$ cat src/rtl/mc_pkg.sv
// Shared constants and types for the multi-cycle MIPS-subset main control FSM.
package mc_pkg;

    localparam logic [3:0] ST_FETCH  = 4'd0;
    localparam logic [3:0] ST_DECODE = 4'd1;
    localparam logic [3:0] ST_EXEC_R = 4'd2;
    localparam logic [3:0] ST_EXEC_I = 4'd3;
    localparam logic [3:0] ST_ADDR   = 4'd4;
    localparam logic [3:0] ST_MEM_RD = 4'd5;
    localparam logic [3:0] ST_MEM_WR = 4'd6;
    localparam logic [3:0] ST_WB_ALU = 4'd7;
    localparam logic [3:0] ST_WB_MEM = 4'd8;
    localparam logic [3:0] ST_BRANCH = 4'd9;
    localparam logic [3:0] ST_JUMP   = 4'd10;

    localparam logic [5:0] OP_RTYPE = 6'h00;
    localparam logic [5:0] OP_ADDI  = 6'h08;
    localparam logic [5:0] OP_LW    = 6'h23;
    localparam logic [5:0] OP_SW    = 6'h2B;
    localparam logic [5:0] OP_BEQ   = 6'h04;
    localparam logic [5:0] OP_J     = 6'h02;

    localparam logic [1:0] ALU_ADD   = 2'b00;
    localparam logic [1:0] ALU_SUB   = 2'b01;
    localparam logic [1:0] ALU_FUNCT = 2'b10;

    localparam logic [1:0] PC_SEQ    = 2'b00;
    localparam logic [1:0] PC_BRANCH = 2'b01;
    localparam logic [1:0] PC_JUMP   = 2'b10;

    typedef struct packed {
        logic       pcwrite;
        logic [1:0] pcsrc;
        logic       iord;
        logic       memread;
        logic       memwrite;
        logic       irwrite;
        logic       alusrc;
        logic [1:0] aluop;
        logic       regwrite;
        logic       regdst;
        logic       memtoreg;
        logic       retire;
    } ctrl_t;

    // States that wait on the memory handshake and run the timeout counter.
    function automatic logic is_mem_state(input logic [3:0] s);
        return (s == ST_FETCH) || (s == ST_MEM_RD) || (s == ST_MEM_WR);
    endfunction

endpackage

$ cat src/rtl/mc_outdec.sv
// Combinational decode of registered state (plus mem_ready/zero qualifiers) into
// datapath selects and strobes.
module mc_outdec
    import mc_pkg::*;
(
    input  logic [3:0] state,
    input  logic [5:0] op_q,
    input  logic       mem_ready,
    input  logic       zero,
    output ctrl_t      ctrl
);

    always_comb begin
        ctrl = '0;
        case (state)
            ST_FETCH: begin
                ctrl.memread = 1'b1;
                ctrl.aluop   = ALU_ADD;
                if (mem_ready) begin
                    ctrl.irwrite = 1'b1;
                    ctrl.pcwrite = 1'b1;
                    ctrl.pcsrc   = PC_SEQ;
                end
            end
            ST_EXEC_R: begin
                ctrl.alusrc = 1'b0;
                ctrl.aluop  = ALU_FUNCT;
            end
            ST_EXEC_I, ST_ADDR: begin
                ctrl.alusrc = 1'b1;
                ctrl.aluop  = ALU_ADD;
            end
            ST_MEM_RD: begin
                ctrl.memread = 1'b1;
                ctrl.iord    = 1'b1;
            end
            ST_MEM_WR: begin
                ctrl.memwrite = 1'b1;
                ctrl.iord     = 1'b1;
                ctrl.retire   = mem_ready;
            end
            ST_WB_ALU: begin
                ctrl.regwrite = 1'b1;
                ctrl.regdst   = (op_q == OP_RTYPE);
                ctrl.retire   = 1'b1;
            end
            ST_WB_MEM: begin
                ctrl.regwrite = 1'b1;
                ctrl.memtoreg = 1'b1;
                ctrl.retire   = 1'b1;
            end
            ST_BRANCH: begin
                ctrl.aluop   = ALU_SUB;
                ctrl.pcsrc   = PC_BRANCH;
                ctrl.pcwrite = zero;
                ctrl.retire  = 1'b1;
            end
            ST_JUMP: begin
                ctrl.pcwrite = 1'b1;
                ctrl.pcsrc   = PC_JUMP;
                ctrl.retire  = 1'b1;
            end
            default: ;
        endcase
    end

endmodule

$ cat src/rtl/mc_control.sv
// Multi-cycle main control FSM: state register, latched opcode and memory wait
// timeout; output decode lives in mc_outdec.
module mc_control
    import mc_pkg::*;
#(
    parameter int unsigned WAIT_LIMIT = 16
) (
    input  logic       clk,
    input  logic       rst,
    input  logic [5:0] opcode,
    input  logic       zero,
    input  logic       mem_ready,
    output logic       pcwrite,
    output logic [1:0] pcsrc,
    output logic       iord,
    output logic       memread,
    output logic       memwrite,
    output logic       irwrite,
    output logic       alusrc,
    output logic [1:0] aluop,
    output logic       regwrite,
    output logic       regdst,
    output logic       memtoreg,
    output logic       retire,
    output logic       illegal,
    output logic       memerr,
    output logic [3:0] state
);

    localparam logic [7:0] LIMIT_M1 = 8'(WAIT_LIMIT - 1);

    logic [3:0] state_q, state_d;
    logic [5:0] op_q;
    logic [7:0] wait_q, wait_d;
    logic       abort;
    logic       illegal_c;
    ctrl_t      ctrl;

    // mem_ready on the limit cycle takes priority over the abort.
    assign abort = is_mem_state(state_q) && !mem_ready && (wait_q == LIMIT_M1);

    always_comb begin
        state_d   = state_q;
        illegal_c = 1'b0;
        case (state_q)
            ST_FETCH:  if (mem_ready) state_d = ST_DECODE;
            ST_DECODE: begin
                case (opcode)
                    OP_RTYPE:     state_d = ST_EXEC_R;
                    OP_ADDI:      state_d = ST_EXEC_I;
                    OP_LW, OP_SW: state_d = ST_ADDR;
                    OP_BEQ:       state_d = ST_BRANCH;
                    OP_J:         state_d = ST_JUMP;
                    default: begin
                        state_d   = ST_FETCH;
                        illegal_c = 1'b1;
                    end
                endcase
            end
            ST_EXEC_R, ST_EXEC_I: state_d = ST_WB_ALU;
            ST_ADDR:   state_d = (op_q == OP_LW) ? ST_MEM_RD : ST_MEM_WR;
            ST_MEM_RD: begin
                if (mem_ready)  state_d = ST_WB_MEM;
                else if (abort) state_d = ST_FETCH;
            end
            ST_MEM_WR: if (mem_ready || abort) state_d = ST_FETCH;
            default:   state_d = ST_FETCH;
        endcase
    end

    // Counter restarts on every state entry, including an abort back into FETCH.
    always_comb begin
        wait_d = wait_q;
        if ((state_d != state_q) || abort) begin
            wait_d = '0;
        end else if (is_mem_state(state_q) && !mem_ready) begin
            wait_d = wait_q + 8'd1;
        end
    end

    always_ff @(posedge clk or posedge rst) begin
        if (rst) begin
            state_q <= ST_FETCH;
            op_q    <= '0;
            wait_q  <= '0;
        end else begin
            state_q <= state_d;
            wait_q  <= wait_d;
            if (state_q == ST_DECODE) op_q <= opcode;
        end
    end

    mc_outdec u_outdec (
        .state     (state_q),
        .op_q      (op_q),
        .mem_ready (mem_ready),
        .zero      (zero),
        .ctrl      (ctrl)
    );

    assign pcwrite  = ctrl.pcwrite  & ~rst;
    assign pcsrc    = rst ? 2'b00 : ctrl.pcsrc;
    assign iord     = ctrl.iord     & ~rst;
    assign memread  = ctrl.memread  & ~rst;
    assign memwrite = ctrl.memwrite & ~rst;
    assign irwrite  = ctrl.irwrite  & ~rst;
    assign alusrc   = ctrl.alusrc   & ~rst;
    assign aluop    = rst ? 2'b00 : ctrl.aluop;
    assign regwrite = ctrl.regwrite & ~rst;
    assign regdst   = ctrl.regdst   & ~rst;
    assign memtoreg = ctrl.memtoreg & ~rst;
    assign retire   = ctrl.retire   & ~rst;
    assign illegal  = illegal_c     & ~rst;
    assign memerr   = abort         & ~rst;
    assign state    = state_q;

endmodule

$ cat config.mk
export PLATFORM = sky130hd
export DESIGN_NAME = mc_control
export DESIGN_NICKNAME = d
export VERILOG_FILES = /design/src/rtl/mc_pkg.sv /design/src/rtl/mc_outdec.sv /design/src/rtl/mc_control.sv
export SDC_FILE = /design/constraint.sdc
export NUM_CORES = 1
export LEC_CHECK = 0
export BUFFER_PORTS_ARGS = -buffer_cell sky130_fd_sc_hd__buf_2
export CAP_MARGIN = 20
export CORE_UTILIZATION = 59
export CTS_CLUSTER_SIZE = 8
export DETAILED_ROUTE_END_ITERATION = 8
export PLACE_DENSITY = 0.94
export SYNTH_ARGS = -nofsm -noshare
export SYNTH_HDL_FRONTEND = slang
export SYNTH_SLANG_ARGS = --single-unit
$ cat constraint.sdc
create_clock -name clk -period 5 [get_ports clk]
set_input_delay 0.75 -clock clk [delete_from_list [all_inputs] [get_ports clk]]
set_output_delay 0.75 -clock clk [all_outputs]
set_load 0.03 [all_outputs]
Word level (Yosys, flattened, before mapping)
Index checks and enable logic that the tools add are counted.
{"block": "totals", "register_bits": 18, "out_inout_bits": 20, "wordCells": 80}
{"block": "op_classes", "addsub": 1, "n_eq_ne": 18, "muxes": 26, "bitwise_logic": 13, "n_reduce_logical": 19}
{"operator": "case mux 4 bit (6 select lines)", "n": 1}
{"operator": "case mux 4 bit (5 select lines)", "n": 1}
{"operator": "== test 6 bit (second input constant)", "n": 3}
{"operator": "== test 4 x 3 -> 1 bit (second input constant)", "n": 4}
{"operator": "2-to-1 mux 4 bit", "n": 4}
{"operator": "2-to-1 mux 8 bit", "n": 2}
{"operator": "AND 1 bit", "n": 12}
{"operator": "== test 4 bit (second input constant)", "n": 3}
{"operator": "logical NOT 6 bit", "n": 2}
{"operator": "OR reduction 2 bit", "n": 6}
{"operator": "2-to-1 mux 1 bit", "n": 11}
{"operator": "case mux 3 bit (3 select lines)", "n": 1}
{"operator": "adder 8 x 1 -> 8 bit (second input constant)", "n": 1}
{"operator": "== test 4 x 2 -> 1 bit (second input constant)", "n": 2}
{"operator": "== test 8 x 4 -> 1 bit (second input constant)", "n": 1}
{"operator": "== test 6 x 2 -> 1 bit (second input constant)", "n": 1}
{"operator": "== test 6 x 3 -> 1 bit (second input constant)", "n": 1}
{"operator": "== test 6 x 4 -> 1 bit (second input constant)", "n": 1}
{"operator": "2-to-1 mux 2 bit", "n": 3}
{"operator": "OR reduction 6 bit", "n": 1}
{"operator": "== test 4 x 1 -> 1 bit (second input constant)", "n": 1}
{"operator": "logical NOT 4 bit", "n": 1}
{"operator": "logical OR 1 bit", "n": 4}
{"operator": "inequality test 4 bit", "n": 1}
{"operator": "8 further kinds", "n": 9}

Logic depth before layout (Yosys ltp)
Gate-level depths: netlist (run 1).
{"block": "depth", "ltp_word": 11, "depth_mapped": 8, "depth_no_buf": 6}

Modules after synthesis
Synthesis (run 1) repeated with hierarchy kept, for this count alone.
{"block": "hier_totals", "hier_cells": 163, "hier_area_um2": 1498.9}
{"mod": "mc_control", "instances": 1, "cells_per_inst": 136, "area_each_um2": 1296.2, "seq_area_each_um2": 450.4}
{"mod": "mc_outdec", "instances": 1, "cells_per_inst": 27, "area_each_um2": 202.7, "seq_area_each_um2": 0.0}

Least setup slack after synthesis (run 1)
No wires, ideal clock.
{"block": "synth_timing", "path_kind": "reg-to-output", "from": "register state_q[1] (netlist: state[1])", "to": "output port aluop[1]", "t_arrival_ns": 2.072, "required_time_ns": 4.250, "slack_ns": 2.178, "stages_incl_launch_ff": 5, "n_path_buf": 2, "cell_sequence": "dfrtp_1 -> buf_6 -> clkbuf_1 -> nand2_1 -> nor4_1"}
{"block": "synth_between", "elab_chain_cells": 3, "elab_cells_between_ends": 4}
{"element": "from (decl)", "line": "mc_control.sv:32", "rtl": "logic [3:0] state_q, state_d;"}
{"element": "from (signal assigned)", "line": "mc_control.sv:87", "rtl": "state_q <= state_d;"}
{"element": "== test 4 bit or == test 4 x 2 -> 1 bit (tied branches)", "line": "mc_outdec.sv:15", "rtl": "case (state)"}
{"element": "case mux 2 bit (2 select lines) (*)", "line": "mc_outdec.sv:15"}
{"element": "2-to-1 mux 2 bit (*)", "line": "mc_control.sv:108", "rtl": "assign aluop = rst ? 2'b00 : ctrl.aluop;"}
{"element": "to (decl)", "line": "mc_control.sv:20", "rtl": "output logic [1:0] aluop,"}
Every way passes the cells marked *; elsewhere a longest branch is shown, timed or not.

Final worst setup path (run 1)
{"block": "layout_timing", "from": "register state_q[0] (netlist: state[0])", "to": "output port illegal"}
{"block": "layout_between", "elab_chain_cells": 3}
{"element": "== test 4 x 1 -> 1 bit", "line": "mc_control.sv:45", "rtl": "case (state_q)"}
{"element": "2-to-1 mux 1 bit", "line": "mc_control.sv:45"}
{"element": "AND 1 bit", "line": "mc_control.sv:113", "rtl": "assign illegal = illegal_c & ~rst;"}
{"element": "to (decl)", "line": "mc_control.sv:25", "rtl": "output logic illegal,"}
No other way between the ends.

==> results by group, run 1 <==
Status
  • Status: completed

Place
  • Detail Placement HPWL: 2630 um
  • Gpl congestion: 0.906
  • Placement Setup Slack: 2.09 ns
  • IO buf count: 29

Clock tree
  • Hold_buf cts: 0
  • CTS sink count: 18
  • CTS Buf Count: 3
  • Root buffer cell: clkbuf_4
  • Worst skew pair latency: 0.31 ns
  • H-Tree Level Count: 1
  • Setup Buffers After CTS: 0
  • Clock transition at path regs: 0.11 ns
  • Clock Tree Buf Depth: 2
  • Post-CTS sizing: 0
  • CTS tree: yes

Global routing
  • Total track usage: 30.8%
  • First-pass GRT wire length: 5970 um
  • Pin count of the biggest net entering global routing: 23
  • Antenna violations before repair: 0
  • Total gr overflow: 0
  • Number of global-route vias before repair: 1303

Synth
  • Synthesized Nets: 182
  • Register area share after synthesis: 30.8%
  • Netlist cell types: 52
  • Top-area cell type share of the netlist area: 30.8%
  • Post-Syn Area: 1460 sq um
  • FFs w/ async S/R, synth: 100%
  • Ys flop type: dfrtp_1
  • Dominant cells by area after synthesis: dfrtp_1 (31%), nor2_1 (6.2%), nor3_1 (4.8%)
  • Flops & latches, synth: 18
  • Post-synth EDFFs: 0
  • Synth Area per Inst: 8.55 sq um
  • Synth warnings: 0
  • Yosys top cell by area: dfrtp_1
  • Post-synthesis cell count: 171

Detailed routing
  • Drt first-iter violations: 54
  • Vias post-DR: 1393
  • DRC: 0
  • Final wirelength: 3570 um
  • Drt first pass iters: 4
  • DR vias/cell: 6.33
  • Antenna-violating nets left: 0
  • Avg WL per Cell: 16.2 um

Timing
  • Final setup TNS: 0 ns
  • Slew @ Worst Pin: 0.783 ns
  • Crit share post-route: 66.1%
  • Final Hold Viols: 0
  • Worst Hold Margin: 0.528 ns
  • Final setup fails: 0
  • Relative slew slack: 47.8%
  • Fin crit period: 3.31 ns
  • RSZ-0062 raised after global routing: no
  • Count of pins over their slew limit: 0
  • Fmax: 0.302 GHz
  • Worst Skew: 0.00698 ns
  • Setup slack after layout: 1.69 ns

Critical path
  • Worst path slowest cell: dfrtp_1
  • Worst Setup Path Type: flip-flop to output pin
  • Worst path required time: 4.25 ns
  • CP startpoint kind: flip-flop
  • CP max FO: 22
  • CP Data Arrival Time: 2.56 ns
  • CP Cell Sequence: nand2_1 > nor3_2 > nand4_1 > a31oi_1 > buf_2
  • Crit-path max cell delay: 0.87 ns
  • Crit. End Element: output pin

Final layout
  • Fraction of layout cells with a size suffix above 1: 27.6%
  • Area growth, synth to finish: 10.4%
  • Fillers: 185
  • Final nets: 204
  • Antenna diode count: 0

Floorplan
  • DIE WIDTH: 51.8 um
  • I/O Pins: 30
  • Die height: 51.8 um
  • Die area: 2680 sq um
  • FP Rows: 17
  • Core region area: 2280 sq um
  • Starting Density: 64.3%

Job
  • Max capacitance violation total: 0

Power
  • PD cells: 524 nW/um^2
  • Power Total: 0.846 mW
  • Maximum vdd drop: 0.320 mV
  • Static Leak: 0.705 nW

Worst hold path
  • Hold crit path type: flip-flop to flip-flop
[worst max-delay path: cells and delay by family, from the launching register on]
family | cells | cell delay [ns]
AOI/OAI and AO/OA | 1 | 0.16
buffers and inverters | 1 | 0.22
DFF | 1 | 0.87
and+or+nand+nor | 3 | 1.01
[where the power goes]
part	switching [mW]	internal, mW	total [mW]
registers	0.101	0.186	0.287
clock network	0.0486	0.0445	0.0931
logic	0.287	0.179	0.466
total	0.437	0.409	0.846
[metal layers]
layer | vias up | wire length, um | share of wire (%) | global-route usage (%)
li1 | 656 | - | - | -
met1 | 668 | 1490 | 42 | 38.3
met2 | 59 | 1800 | 50 | 51.3
met3 | 10 | 202 | 5.7 | 5.56
met4 | 0 | 73 | 2.0 | 14.9
met5 | - | 0 | 0 | 0
[cell type report]
class | instances | area, sq um | share of cell area (%)
Multi-Input combinational cell | 132 | 910 | 56.4
Inverter | 8 | 30.0 | 1.86
Sequential cell | 18 | 450 | 27.9
Tap cell | 28 | 35.0 | 2.17
Clock buffer | 4 | 36.3 | 2.25
Timing Repair Buffer | 30 | 153 | 9.46
[Yosys cell counts (2+ instances only)]
| cell | n |
|---|---|
| a21o_1 | 2 |
| o22ai_1 | 2 |
| mux2_2 | 6 |
| nor3b_1 | 2 |
| xnor2_1 | 6 |
| o31ai_1 | 2 |
| and3_1 | 4 |
| buf_2 | 6 |
| dfrtp_1 | 18 |
| or3_1 | 2 |
| xor2_1 | 3 |
| clkbuf_1 | 3 |
| nor3_1 | 14 |
| nor2_1 | 24 |
| nand3_1 | 7 |
| nor3b_2 | 2 |
| nor2_2 | 3 |
| nor4_1 | 4 |
| nor2b_1 | 2 |
| nand4_1 | 3 |
| buf_6 | 2 |
| a211o_1 | 2 |
| inv_1 | 8 |
| nand2_1 | 11 |
| a21oi_1 | 6 |
[stage by stage]
stage / cells / utilization, % / area (sq um)
floorplan: 171 / - / 1460
global placement: 216 / 69.3 / 1580
detailed placement: 216 / 69.3 / 1580
CTS: 220 / 70.9 / 1610
global route: 220 / 70.9 / 1610
finish: 220 / 70.9 / 1610
[path summary, 6_finish.rpt]
| check | startpoint | end | slack [ns] | cells after the start |
|---|---|---|---|---|
| setup / recovery | state[0]$_DFF_PP0_ | illegal | 1.69 | 5 |
| hold reg to reg | op_q[4]$_DFFE_PP0P_ | op_q[4]$_DFFE_PP0P_ | 0.53 | 1 |
| max in group asynchronous | rst | state[2]$_DFF_PP0_ | 4.21 | 3 |
| hold / removal | op_q[4]$_DFFE_PP0P_ | op_q[4]$_DFFE_PP0P_ | 0.53 | 1 |
| setup reg to reg | state[2]$_DFF_PP0_ | wait_q[3]$_DFFE_PP0P_ | 2.54 | 6 |
| min in group asynchronous | rst | wait_q[7]$_DFFE_PP0P_ | 0.58 | 3 |
[placed cells by master (no fill, tap or decap), drive strengths merged, types with 2 or more instances in the layout]
master / instances
a21oi: 6
o41ai: 2
or3: 2
mux2: 6
xor2: 4
o31ai: 2
nor3b: 4
o22ai: 2
buf: 30
nor4: 6
nand4: 3
nor2b: 2
nor3: 15
nand2: 11
dfrtp: 18
inv: 8
and3: 4
a211o: 2
xnor2: 6
clkbuf: 4
nor2: 27
nand3: 7
a21o: 2
[logic make-up after synthesis]
| family | count (synthesis) | share of synthesized area [%] |
|---|---|---|
| DFF | 18 | 30.8 |
| buffers and inverters | 21 | 7.01 |
| AOI/OAI and AO/OA | 29 | 17.9 |
| adders and majority gates | 1 | 0.855 |
| xor gates and xnor gates | 10 | 6.50 |
| and+or+nand+nor | 85 | 31.7 |
| muxes | 7 | 5.30 |
[flip-flops by register name, indices dropped and copies added (netlist names)]
register and flops:
wait_q 8, op_q 6, state 4
No activity file was read; power rests on OpenSTA's default activity.
==> inputs of run 2 (changes only) <==
--- a/config.mk
+++ b/config.mk
@@ -7,10 +7,10 @@
 export LEC_CHECK = 0
 export BUFFER_PORTS_ARGS = -buffer_cell sky130_fd_sc_hd__buf_2
 export CAP_MARGIN = 20
-export CORE_UTILIZATION = 59
+export CORE_UTILIZATION = 54
 export CTS_CLUSTER_SIZE = 8
 export DETAILED_ROUTE_END_ITERATION = 8
-export PLACE_DENSITY = 0.94
+export PLACE_DENSITY = 0.88
 export SYNTH_ARGS = -nofsm -noshare
 export SYNTH_HDL_FRONTEND = slang
 export SYNTH_SLANG_ARGS = --single-unit
==> constraint.sdc (replaced) <==
create_clock -name clk -period 3.2 [get_ports clk]
set_input_delay 0.48 -clock clk [delete_from_list [all_inputs] [get_ports clk]]
set_output_delay 0.48 -clock clk [all_outputs]
set_load 0.03 [all_outputs]
==> run 2 against run 1 <==
  * Combinational power increased by 73%
  * First-iteration DRC count increased by 9.3%
  * Clock power increased by 56%
  * Flip-flop and latch count unchanged
  * Clock skew decreased by 0.0058 ns
  * Register-to-register slack got worse by 1.7 ns
  * Setup slack got worse by 1.1 ns
  * Non-clock buffer count increased by 2
  * Global-route usage decreased by 3.8 points
  * Highest routed layer unchanged
  * Core utilization decreased by 6.2 points
==> results by group, run 2 (synthesis gave the netlist of run 1 again) <==
Critical path
  • Crit. End Element: output pin
  • CP Data Arrival Time: 2.13 ns
  • Worst r2r src: state[2]$_DFF_PP0_
  • CP max FO: 7
  • CP startpoint kind: flip-flop
  • Critical path origin: state[0]$_DFF_PP0_
  • Reg2Reg Setup Slack: 0.88 ns
  • Critical R2R Capture: wait_q[4]$_DFFE_PP0P_
  • Worst path required time: 2.72 ns
  • Worst Setup Path Type: flip-flop to output pin
  • Reg2reg path depth: 6

Clock tree
  • Worst skew pair latency: 0.30 ns
  • Setup Buffers After CTS: 0
  • Post-CTS sizing: 0
  • CTS tree: yes
  • Clock transition at path regs: 0.11 ns
  • Hold_buf cts: 0
  • H-Tree Level Count: 1
  • Root buffer cell: clkbuf_4
  • CTS Buf Count: 3
  • Clock Tree Buf Depth: 2
  • CTS sink count: 18

Global routing
  • Pin count of the biggest net entering global routing: 23
  • Total gr overflow: 0
  • Total track usage: 26.9%
  • Number of global-route vias before repair: 1225
  • Antenna violations before repair: 0
  • First-pass GRT wire length: 5690 um

Floorplan
  • FP Rows: 18
  • Starting Density: 58.0%
  • Core region area: 2520 sq um
  • DIE WIDTH: 54.0 um
  • Die area: 2920 sq um
  • I/O Pins: 30
  • Die height: 54.0 um

Timing
  • Final setup fails: 0
  • Relative slew slack: 51.9%
  • Worst Skew: 0.00122 ns
  • RSZ-0062 raised after global routing: no
  • Final Hold Viols: 0
  • Count of pins over their slew limit: 0
  • Crit share post-route: 81.5%
  • Slew @ Worst Pin: 0.722 ns
  • Fmax: 0.383 GHz
  • Setup slack after layout: 0.591 ns
  • Final setup TNS: 0 ns
  • Fin crit period: 2.61 ns

Status
  • Status: completed

Final layout
  • Biggest register: wait_q
  • Final nets: 206
  • Most frequent cells in the layout: buf_2 (29), nor2_1 (24), dfrtp_1 (18), nor3_1 (14), nand2_1 (11)
  • Fillers: 207
  • Area growth, synth to finish: 11.5%
  • Finished Core Util: 64.7%
  • Most common cell after layout, fill and taps aside: buf_2
  • Area of the multi-input gates: 910 sq um
  • Storage cell area: 450 sq um
  • Max reg flops: 8
  • Fraction of layout cells with a size suffix above 1: 28.4%
  • Antenna diode count: 0

Detailed routing
  • Drt first-iter violations: 59
  • DR vias/cell: 6.11
  • Antenna-violating nets left: 0
  • DRC: 0
  • Avg WL per Cell: 15.4 um
  • Vias post-DR: 1368
  • Final wirelength: 3450 um
  • Drt first pass iters: 4

Power
  • PD cells: 822 nW/um^2
  • Maximum vdd drop: 0.585 mV
  • Static Leak: 0.715 nW

Place
  • Placement Setup Slack: 0.925 ns
  • Detail Placement HPWL: 2570 um
  • Gpl congestion: 0.933
  • IO buf count: 29

Job
  • Max capacitance violation total: 0

Worst hold path
  • Hold crit path type: primary input to asynchronous set/reset pin
[run 2: changes by cell type in the layout (fill, tap and decap cells not counted), sizes merged]
cell and delta:
buf +2
[run 2: per-stage QoR]
stage	instances	cell area, sq um	power, mW	hold slack [ns]
finish	224	1630	1.34	0.239
global route	224	1630	1.44	0.255
CTS	224	1630	1.33	0.236
detailed placement	220	1600	1.19	0.504
global placement	220	1600	1.16	0.490
floorplan	171	1460	1.04	0.443
[run 2: per-layer routing]
layer | vias to the layer above | wire [um] | track usage (%)
met5 | - | 0 | 0
met4 | 0 | 35 | 10.7
met3 | 6 | 224 | 3.67
met2 | 54 | 1610 | 42.8
met1 | 652 | 1580 | 36.7
li1 | 656 | - | -
[run 2: report_power, final]
| part | leakage, nW | total [mW] | switching (mW) | internal [mW] |
|---|---|---|---|---|
| clock network | 0.0210 | 0.145 | 0.0759 | 0.0694 |
| logic | 0.461 | 0.807 | 0.513 | 0.294 |
| registers | 0.233 | 0.390 | 0.0987 | 0.291 |
[run 2: cell type report]
type | count | area share [%]
inverter | 8 | 1.84
sequential | 18 | 27.6
multi-input combinational | 132 | 55.8
clock buffer | 4 | 2.22
timing repair buffer | 32 | 10.3
tap | 30 | 2.30
[run 2: worst max-delay path by stage]
stage	cells past startpoint	slack, ns	end
2_1_floorplan	4	0.65	aluop[1]
3_3_place_gp	5	1.00	illegal
3_5_place_dp	6	0.92	wait_q[7]$_DFFE_PP0P_
4_1_cts	5	0.61	illegal
5_1_grt	5	0.45	illegal
6_report	5	0.59	illegal
[run 2: worst max-delay path, cell delays in order, from the launching register on]
cell and delay [ns]:
dfrtp_1 0.56, nand2_1 0.23, nor3_2 0.47, nand4_1 0.15
a31oi_1 0.18, buf_2 0.23
